<file path="config.mk">
export PLATFORM = sky130hd
export DESIGN_NAME = cdb_arbiter
export DESIGN_NICKNAME = d
export VERILOG_FILES = /design/src/rtl/cdb_arbiter.sv
export SDC_FILE = /design/constraint.sdc
export NUM_CORES = 1
export LEC_CHECK = 0
export CAP_MARGIN = 20
export CORE_MARGIN = 5
export CORE_UTILIZATION = 43
export CTS_CLUSTER_DIAMETER = 40
export CTS_CLUSTER_SIZE = 40
export DETAILED_ROUTE_END_ITERATION = 8
export PLACE_DENSITY = 0.81
export RECOVER_POWER = 100
export SLEW_MARGIN = 20
export SYNTH_ARGS = -nofsm -noshare
export SYNTH_HDL_FRONTEND = slang
export SYNTH_SLANG_ARGS = --single-unit
</file>
<file path="constraint.sdc">
create_clock -name clk -period 5.2 [get_ports clk]
set_clock_uncertainty 0.2 [all_clocks]
set_input_delay 1.56 -clock clk [delete_from_list [all_inputs] [get_ports clk]]
set_output_delay 1.56 -clock clk [all_outputs]
set_load 0.02 [all_outputs]
</file>
<file path="src/rtl/cdb_arbiter.sv">
// Common data bus arbiter: grants one of four execution-unit results per cycle
// (starvation override first, then round-robin) and broadcasts it one cycle later.
module cdb_arbiter #(
    parameter int W_TAG        = 6,
    parameter int W_DATA       = 32,
    parameter int STARVE_LIMIT = 8
) (
    input  logic              clk,
    input  logic              reset,
    input  logic              int_req,
    input  logic [W_TAG-1:0]  int_tag,
    input  logic [W_DATA-1:0] int_data,
    input  logic              int_branch,
    input  logic              int_taken,
    input  logic              ls_req,
    input  logic [W_TAG-1:0]  ls_tag,
    input  logic [W_DATA-1:0] ls_data,
    input  logic              ls_branch,
    input  logic              ls_taken,
    input  logic              mult_req,
    input  logic [W_TAG-1:0]  mult_tag,
    input  logic [W_DATA-1:0] mult_data,
    input  logic              mult_branch,
    input  logic              mult_taken,
    input  logic              div_req,
    input  logic [W_TAG-1:0]  div_tag,
    input  logic [W_DATA-1:0] div_data,
    input  logic              div_branch,
    input  logic              div_taken,
    output logic              int_grant,
    output logic              ls_grant,
    output logic              mult_grant,
    output logic              div_grant,
    output logic              cdb_valid,
    output logic [W_TAG-1:0]  cdb_tag,
    output logic [W_DATA-1:0] cdb_data,
    output logic              cdb_branch,
    output logic              cdb_branch_taken
);
    localparam logic [7:0] STARVE_LIM_C = 8'(STARVE_LIMIT);
    localparam logic [7:0] WAIT_MAX_C   = 8'd255;

    logic [3:0]        req_s;
    logic [3:0]        grant_s;
    logic [3:0]        starved_s;
    logic [3:0]        branch_s;
    logic [3:0]        taken_s;
    logic [W_TAG-1:0]  tag_s  [4];
    logic [W_DATA-1:0] data_s [4];
    logic [1:0]        gnt_idx_s;
    logic              gnt_any_s;
    logic [1:0]        ptr_r;
    logic [7:0]        wait_r [4];

    assign req_s    = {div_req, mult_req, ls_req, int_req};
    assign branch_s = {div_branch, mult_branch, ls_branch, int_branch};
    assign taken_s  = {div_taken, mult_taken, ls_taken, int_taken};
    assign tag_s[0]  = int_tag;
    assign tag_s[1]  = ls_tag;
    assign tag_s[2]  = mult_tag;
    assign tag_s[3]  = div_tag;
    assign data_s[0] = int_data;
    assign data_s[1] = ls_data;
    assign data_s[2] = mult_data;
    assign data_s[3] = div_data;

    assign int_grant  = grant_s[0];
    assign ls_grant   = grant_s[1];
    assign mult_grant = grant_s[2];
    assign div_grant  = grant_s[3];

    // Grant selection: lowest starved requester, else first requester from the pointer
    always_comb begin
        logic [1:0] cand_v;
        cand_v    = 2'd0;
        starved_s = 4'b0000;
        grant_s   = 4'b0000;
        gnt_idx_s = 2'd0;
        gnt_any_s = 1'b0;
        for (int i = 0; i < 4; i++) begin
            starved_s[i] = req_s[i] && (wait_r[i] >= STARVE_LIM_C);
        end
        if (reset) begin
            gnt_any_s = 1'b0;
        end else if (|starved_s) begin
            // Scanning downward leaves the lowest starved index as the winner
            for (int i = 3; i >= 0; i--) begin
                gnt_idx_s = starved_s[i] ? 2'(i) : gnt_idx_s;
            end
            gnt_any_s = 1'b1;
        end else begin
            // Scanning the ring backwards leaves the requester closest to the pointer
            for (int k = 3; k >= 0; k--) begin
                cand_v    = ptr_r + 2'(k);
                gnt_idx_s = req_s[cand_v] ? cand_v : gnt_idx_s;
                gnt_any_s = gnt_any_s | req_s[cand_v];
            end
        end
        if (gnt_any_s) begin
            grant_s[gnt_idx_s] = 1'b1;
        end else begin
            grant_s = 4'b0000;
        end
    end

    // Round-robin pointer, per-unit wait counters and the registered broadcast
    always_ff @(posedge clk) begin
        if (reset) begin
            ptr_r            <= 2'd0;
            cdb_valid        <= 1'b0;
            cdb_tag          <= '0;
            cdb_data         <= '0;
            cdb_branch       <= 1'b0;
            cdb_branch_taken <= 1'b0;
            for (int i = 0; i < 4; i++) begin
                wait_r[i] <= 8'd0;
            end
        end else begin
            cdb_valid <= gnt_any_s;
            if (gnt_any_s) begin
                ptr_r            <= gnt_idx_s + 2'd1;
                cdb_tag          <= tag_s[gnt_idx_s];
                cdb_data         <= data_s[gnt_idx_s];
                cdb_branch       <= branch_s[gnt_idx_s];
                cdb_branch_taken <= branch_s[gnt_idx_s] & taken_s[gnt_idx_s];
            end else begin
                ptr_r <= ptr_r;
            end
            for (int i = 0; i < 4; i++) begin
                if (req_s[i] && !grant_s[i]) begin
                    wait_r[i] <= (wait_r[i] == WAIT_MAX_C) ? WAIT_MAX_C : wait_r[i] + 8'd1;
                end else begin
                    wait_r[i] <= 8'd0;
                end
            end
        end
    end
endmodule

</file>
* Word level (Yosys, flattened, before mapping) *
Memories as Yosys holds them, arrays and structs flattened.
Index checks and enable logic that the tools add are counted.
W data, S select, Z words.

storage, ports and cells
  output and inout bits = 45
  bits in registers = 43
  word-level logic and storage cells = 128
  memories kept = 1
  input port bits = 166
  ROM bits = 0
  bits in writable memories = 32
  bits in latches = 0

cells by class
  equal/unequal tests = 4
  magnitude comparators = 11
  bitwise operators = 13
  $mul = 0
  multiplexer cells = 71
  add/subtract/negate cells = 8
  shifts and indexed selects = 0
  div/mod/pow operators = 0
  reduce and logical (&&, ||, !) cells = 14

memories
  memory  words  width  rd ports  clocked after memory_dff  write ports  line  RTL
  wait_r  4      8      4         0                         4            53    logic [7:0] wait_r [4];

operator list
  kind                   number
  $mux W8                12
  $bmux W32 S2           1
  $mux W32               2
  $mux W1                35
  $add A8 B1 Y8 const B  4
  $eq A8 B8 Y1 const B   4
  $ge A8 B4 Y1 const B   4
  $mux W2                10
  $lt A2 B3 Y1 const B   5
  $bmux W1 S2            6
  $bmux W6 S2            1
  $mux W6                2
  $or A1 B1 Y1           11
  $logic_and A1 B1 Y1    9
  $add A2 B1 Y2 const B  2
  $add A2 B2 Y2 const B  2
  $logic_not A1 Y1       4
  $mux W4                1
  $reduce_or A4 Y1       1
  $ge A3 B3 Y1 const B   1
  $not A2 Y3             1
  $demux W1 S2           1
  $ge A2 B1 Y1 const B   1
  $and A1 B1 Y1          1

* Longest topological paths before layout *
Gate-level depths: netlist (run 1).

  depth in word-level cells = 21
  gate-level depth with buffers = 11
  gate-level depth less buffers = 9

* Least setup slack after synthesis (run 1) *
No wires, ideal clock.

  path type = input to output
  start point = input port reset
  end point = output port int_grant
  slack = 0.032 ns
  stages on the path = 9
  data required time = 3.440 ns
  path buffers = 2
  arrival time = 3.408 ns
  cells stage by stage = or4_1 -> o32a_1 -> nor2_2 -> and2_4 -> buf_12 -> buf_12 -> inv_2 -> ha_1 -> and2_1

between the ends
  word-level cells in the longest chain between the ends = 6
  elaborated cells between the ends (all ways) = 8
  classes of those cells = order compare: 2; mux: 5; reduce/logical: 1

RTL lines
  item                                                                line  RTL
  start: declaration                                                  9     input logic reset,
  $mux W2                                                             83    if (reset) begin
  $lt A2 B3 Y1 (not written as such) or $ge A2 B1 Y1 (tied branches)  100   grant_s[gnt_idx_s] = 1'b1;
  $logic_and A1 B1 Y1 (not written as such)                           100
  $mux W1 (not written as such)                                       100
  $demux W1 S2                                                        100
  $mux W4 (*)                                                         99    if (gnt_any_s) begin
  end: declaration                                                    30    output logic int_grant,

Every way passes the cells marked *; elsewhere a longest branch is shown, timed or not.

* Worst setup path after layout (run 1) *
Same ends and word-level chain as after synthesis.

==> flow_summary.ini, run 1 <==
[timing]
fmax_mhz = 195.9
setup_ws_ps = 95.92
hold_ws_ps = 246.8
worstMarginPinSlew_ps = 1714
period_minus_slack_ps = 5104
rsz0062_at_grt = false
finalMaxSlewViolations = 54
hold_viol_final = 0
finalCritPeriodShare_pct = 98.16
setup_viol = 0
slew_headroom_pct = -14.28
fin_setup_tns_ps = 0

[yosys]
synth.area.top_cells = edfxtp_1 19%, dfxtp_1 17%, mux2i_1 16%
synth_edf_count = 32
syn_area_um2 = 4936
yosysTopAreaCell = edfxtp_1
synth_seq_cells = 75
ys.flop_type = dfxtp_1
synth_common_cells = 77 x mux2i_1, 43 x dfxtp_1, 40 x nand3b_1
avgSynthCellArea_um2 = 10.26
yosysMostFrequentCell = mux2i_1
synth_top_area_share_pct = 19.47
yosysWarnings = 0
synth-seq-area-share_pct = 36.91
synthDistinctLibCells = 47
synth-async-reset-ratio_pct = 0
netlist_instances = 481

[clock_tree]
cts_buffers = 9
cts_tree = yes
cts_root_buffer = clkbuf_16
cts_buffer_depth = 2
clock_latency_ps = 320
cts.sinks = 75
path_clk_slew_ps = 50
htree_levels = 3

[route]
drc_errors = 0
ant_nets = 0
wl_met2_mm = 8.026
vias = 4596
drt-met1-wl_mm = 5.763
drtPass1Iterations = 4
wl_met3_mm = 1.355
drtIter0Drc = 203
vias_per_cell = 5.247
wl_mm = 15.54
routed.top_layer = met4
wl_per_cell_um = 17.74

[cells_and_area]
area_delta_synth_final_pct = 53.23
nNetsFinal = 906
nFillCells = 915
fin_area_um2 = 7564
stdcell_count = 876
drive_gt1_share_pct = 13.23
fin_util_pct = 66.81
diodes = 0

[setup_path]
cp_slowest_stage_delay_ps = 390
required_ps = 3440
crit_slowest_cell = or4_1
cp_data_arrival_time_ps = 3340
crit_buf_inv = 3
path_class = input pin to output pin
start_kind = input pin
crit_family = compound AO/OA/AOI/OAI gates
crit_chain = buf_2, or4_1, o32a_1, a311oi_4, inv_2, ha_4, and2_4, buf_6
worstPathMaxFanout = 4
end_kind = output pin

[power_and_ir_drop]
p_leak_nw = 2.802
power_density_nw_per_um2 = 226.1
ir_drop_v = 0.0001793
power_mw = 1.710

[die]
die_y_um = 117.1
io_pins = 211
rows = 39
core-area_um2 = 11320
die_area_um2 = 13720
die_x_um = 117.1
start_util_pct = 43.60

[placed_design]
place_inst = 854
numPortBuffers = 210
place_area_um2 = 7217
place_congestion = 0.8349
dp_slack_ps = -823.4
dp_hpwl_mm = 11.84

[run_status]
violations = capacitance limit, slew limit
status = finished, violations left

[global_routing]
grt_max_degree = 54
gr-total-overflow = 0
grt_pass1_wl_mm = 23.28
grt_pass1_vias = 4632
antenna_found_initial = 0
grt.total_usage_pct = 21.69

[min_path]
min_path_type = register to register

[job]
drv_cap = 1
## logic make-up (layout without fill, tap and decap cells)
family | after synthesis | in the layout | share of synthesized area [%]
DFF | 75 | 75 | 36.91
adders and majority gates | 12 | 12 | 3.042
AOI/OAI and AO/OA | 95 | 95 | 11.86
other | 1 | 32 | 0.07597
buffers and inverters | 45 | 266 | 6.489
muxes | 115 | 115 | 24.28
xor gates and xnor gates | 14 | 14 | 2.484
and+or+nand+nor | 124 | 124 | 14.85
## area by class of cell
type | instances | area [um2] | area share, %
timing repair buffer | 234 | 2271 | 30.02
tap | 143 | 178.9 | 2.366
inverter | 16 | 62.56 | 0.8271
multi-input combinational | 392 | 2964 | 39.19
clock inverter | 3 | 15.01 | 0.1985
sequential | 75 | 1822 | 24.09
clock buffer | 13 | 250.2 | 3.309
## routing by layer
metal  up-vias  GRT usage [%]
li1       2235              -
met1      2183          24.18
met2       150          39.63
met3        28          6.221
met4         0          6.881
met5         -              0
## sequential cells by signal, summed over array words and instances (netlist names)
| register | count |
|---|---|
| cdb_branch_taken | 1 |
| ptr_r | 2 |
| cdb_tag | 6 |
| wait_r | 32 |
| cdb_branch | 1 |
| cdb_valid | 1 |
| cdb_data | 32 |
## worst min-delay path, stage by stage, from the launching register on
cell and delay, ps:
dfxtp_1 300, nand2_1 50, a21oi_1 50
## final timing paths
path | cells past startpoint | slack [ps] | start | to
setup / recovery | 8 | 100 | reset | int_grant
hold reg to reg | 2 | 250 | cdb_branch | cdb_branch
setup reg to reg | 9 | 1060 | wait_r[0][7] | cdb_branch
hold / removal | 2 | 250 | cdb_branch | cdb_branch
## placed cells by master (no fill, tap or decap), types with 6 or more instances in the layout
master,Yosys,routed
clkdlybuf4s50_1,0,162
mux2i_1,77,77
dfxtp_1,43,43
dlygate4sd3_1,0,41
nand3b_1,40,40
o21ai_0,6,35
mux2_2,38,33
edfxtp_1,32,32
conb_1,1,32
a21oi_1,30,30
buf_4,0,19
nand2_1,17,17
nor2_1,17,16
nand3_1,15,15
inv_1,15,14
ha_1,12,9
clkbuf_16,0,9
xor2_1,7,7
xnor2_1,7,7
nor3_1,7,7
clkbuf_1,15,6
## power breakdown
| group | internal, mW | switching [mW] | total, mW | leakage, nW |
|---|---|---|---|---|
| sequential | 0.662 | 0.0333 | 0.695 | 0.688 |
| combinational | 0.265 | 0.194 | 0.459 | 1.98 |
| clock | 0.334 | 0.222 | 0.555 | 0.133 |
## what timing repair did
item	4_1_cts	5_1_grt
hold buffers	0	0
gates cloned	0	0
buffers inserted	6	0
endpoints found under the setup margin	4	4
pin swaps	7	5
gates resized for setup	44	6
(Power assumes the default switching activity.)
==> run 2: changes to the inputs <==
Settings changed: ABC_AREA set to 1, CAP_MARGIN 20 to unset, CORE_UTILIZATION 43 to 44, PLACE_DENSITY 0.81 to 0.82.
==> run 2 against run 1 <==
Against the previous run:
- the flow now finishes without violations
- synthesized area is 2.7% higher
- cell count rose by 36%
- sequential cell count did not move
- clock-buffer cell count down 3
- sequential power hardly changed
- worst setup slack improved by 13 ps
- clock power is 2% higher
- utilization grew 1.1 points
- largest cell class unchanged
- highest routed layer unchanged
==> flow_summary.ini, run 2 <==
[setup_path]
crit_buf_inv = 5
crit_family = buffers and inverters
start_kind = input pin
r2r_start = ptr_r[0]
path_class = input pin to output pin
required_ps = 3440
r2r_slack_ps = 2350
crit_slowest_cell = clkdlybuf4s50_1
cp_data_arrival_time_ps = 3330
crit_chain = clkdlybuf4s50_1, inv_1, nand2_1, nand3_1, a21oi_2, nor2_1, nor2_2, buf_4, o21ai_4, ha_1, nand2_1, inv_1, buf_2
reg2regPathDepth = 16
cp_slowest_stage_delay_ps = 450
r2r-end = cdb_data[14]
worstPathMaxFanout = 4
end_kind = output pin

[power_and_ir_drop]
p_leak_nw = 3.770
pwr-share-comb_pct = 28.6
power_density_nw_per_um2 = 228.7
power_frac_clock_pct = 32.0
swShare_pct = 30.08
ir_drop_v = 0.0001453
switchingPower_mw = 0.5311
seqPwrFrac_pct = 39.4
power_mw = 1.766
p_int_mw = 1.234

[timing]
hold_viol_final = 0
fin_setup_tns_ps = 0
worstMarginPinSlew_ps = 1043
finalCritPeriodShare_pct = 97.90
setup_ws_ps = 109.1
fmax_mhz = 196.4
hold_ws_ps = 244.7
setup_viol = 0
period_minus_slack_ps = 5091
finalMaxSlewViolations = 0
slew_headroom_pct = 30.48

[route]
drtPass1Iterations = 6
drc_errors = 0
drtIter0Drc = 349
wl_mm = 15.68
vias = 5637
wl_per_cell_um = 13.17
ant_nets = 0
vias_per_cell = 4.737

[placed_design]
place_inst = 1172
dp_slack_ps = -353.4
numPortBuffers = 210
place_area_um2 = 7452
dp_hpwl_mm = 11.97
place_congestion = 0.8500

[yosys]
yosysTopAreaCell = nand2_1
yosysMostFrequentCell = nand2_1
synth_top_area_share_pct = 25.62
synthDistinctLibCells = 34
ys.flop_type = dfxtp_1
avgSynthCellArea_um2 = 6.345
netlist_instances = 799
synth_seq_cells = 75
yosysWarnings = 0
synth_common_cells = 346 x nand2_1, 109 x nand3_1, 105 x inv_1
synth_edf_count = 32
syn_area_um2 = 5070
synth-async-reset-ratio_pct = 0
synth.area.top_cells = nand2_1 26%, edfxtp_1 19%, dfxtp_1 17%
synth-seq-area-share_pct = 35.93

[cells_and_area]
final_cell_mix = 346 x nand2_1, 162 x clkdlybuf4s50_1, 108 x nand3_1
diodes = 0
top_regs = cdb_data x32, wait_r x32, cdb_tag x6
nNetsFinal = 1220
area_delta_synth_final_pct = 52.27
final_common_cell = nand2_1
nFillCells = 1036
fin_util_pct = 67.90
stdcell_count = 1190
drive_gt1_share_pct = 6.017
fin_area_um2 = 7720

[clock_tree]
path_clk_slew_ps = 60
cts.sinks = 75
cts_hold_buffers = 0
cts_buffers = 9
cts_buffer_depth = 2
clock_latency_ps = 330
cts_root_buffer = clkbuf_16
htree_levels = 3
cts_tree = yes

[die]
die_y_um = 117.3
die_area_um2 = 13770
core-area_um2 = 11370
die_x_um = 117.3
io_pins = 211
rows = 39
start_util_pct = 44.59

[job]
drv_cap = 0

[global_routing]
grt_max_degree = 64
antenna_found_initial = 0
gr-total-overflow = 0
grt_pass1_vias = 5161
grt.total_usage_pct = 21.96
grt_pass1_wl_mm = 25.04

[min_path]
min_path_type = register to register
holdPathEnd = cdb_data[1]
worstHoldStart = cdb_data[1]
whs_path_depth = 2

[run_status]
status = finished clean
==> run 2: cell types whose count changed in the layout (fill, tap and decap cells not counted), moves of 33 or more <==
cell / previous run / this run
mux2i_1: 77 / 0
mux2_2: 33 / 0
nand3_1: 15 / 108
nand2_1: 17 / 346
nand3b_1: 40 / 1
inv_1: 14 / 104
==> run 2: how the worst max path moves through the flow <==
stage / startpoint / end / slack, ps / cells past startpoint
2_1_floorplan: ls_req / div_grant / 630 / 13
3_3_place_gp: int_req / div_grant / -380 / 14
3_5_place_dp: int_req / div_grant / -350 / 14
4_1_cts: ls_req / ls_grant / 4 / 15
5_1_grt: div_req / mult_grant / -8 / 13
6_report: div_req / int_grant / 110 / 13
==> run 2: worst min-delay path, stage by stage, from the launching register on <==
cell and delay [ps]:
dfxtp_1 320, nand2_1 50, nand2_1 50
==> run 2: cells by family (layout without fill, tap and decap cells) <==
kind of cell / Yosys count / in the layout / synth area share, %
adder cells (fa/ha/maj): 12 / 12 / 2.961
XOR/XNOR: 2 / 2 / 0.3456
AND/OR/NAND/NOR: 512 / 512 / 42.37
AO/OA/AOI/OAI: 54 / 54 / 6.096
other: 1 / 32 / 0.07397
flip-flops: 75 / 75 / 35.93
buffers and inverters: 143 / 360 / 12.22
==> run 2: final cells by class <==
type	count	area, um2	area share [%]
multi-input cells	612	2774	35.93
repair buffers	235	2265	29.34
flip-flops and latches	75	1822	23.60
inverters	109	411.6	5.332
clock buffers	10	229.0	2.966
well taps	143	178.9	2.318
clock inverters	6	40.04	0.5186
==> run 2: layer usage <==
metal / share of wire, % / vias to the layer above / wire length (um) / track usage (%)
met3: 8.2 / 28 / 1285 / 7.026
met1: 42 / 2446 / 6540 / 25.81
li1: - / 2974 / - / -
met2: 48 / 189 / 7481 / 37.66
met4: 2.3 / 0 / 367 / 7.324
met5: 0 / - / 0 / 0
==> run 2: repair_timing <==
item,in CTS,in global routing
pin swaps,0,3
hold endpoints to repair,0,0
resized for setup,14,8
setup buffers,0,2
gates cloned,0,0
setup endpoints to repair,4,4
==> run 2: power by group through the flow <==
| stage | combinational, mW | sequential [mW] | clock [mW] |
|---|---|---|---|
| 5_1_grt | 0.558 | 0.702 | 0.608 |
| 2_1_floorplan | 0.221 | 0.745 | 0 |
| 4_1_cts | 0.519 | 0.697 | 0.578 |
| 3_3_place_gp | 0.514 | 0.707 | 0 |
| 3_5_place_dp | 0.517 | 0.708 | 0 |
| 6_report | 0.505 | 0.695 | 0.566 |
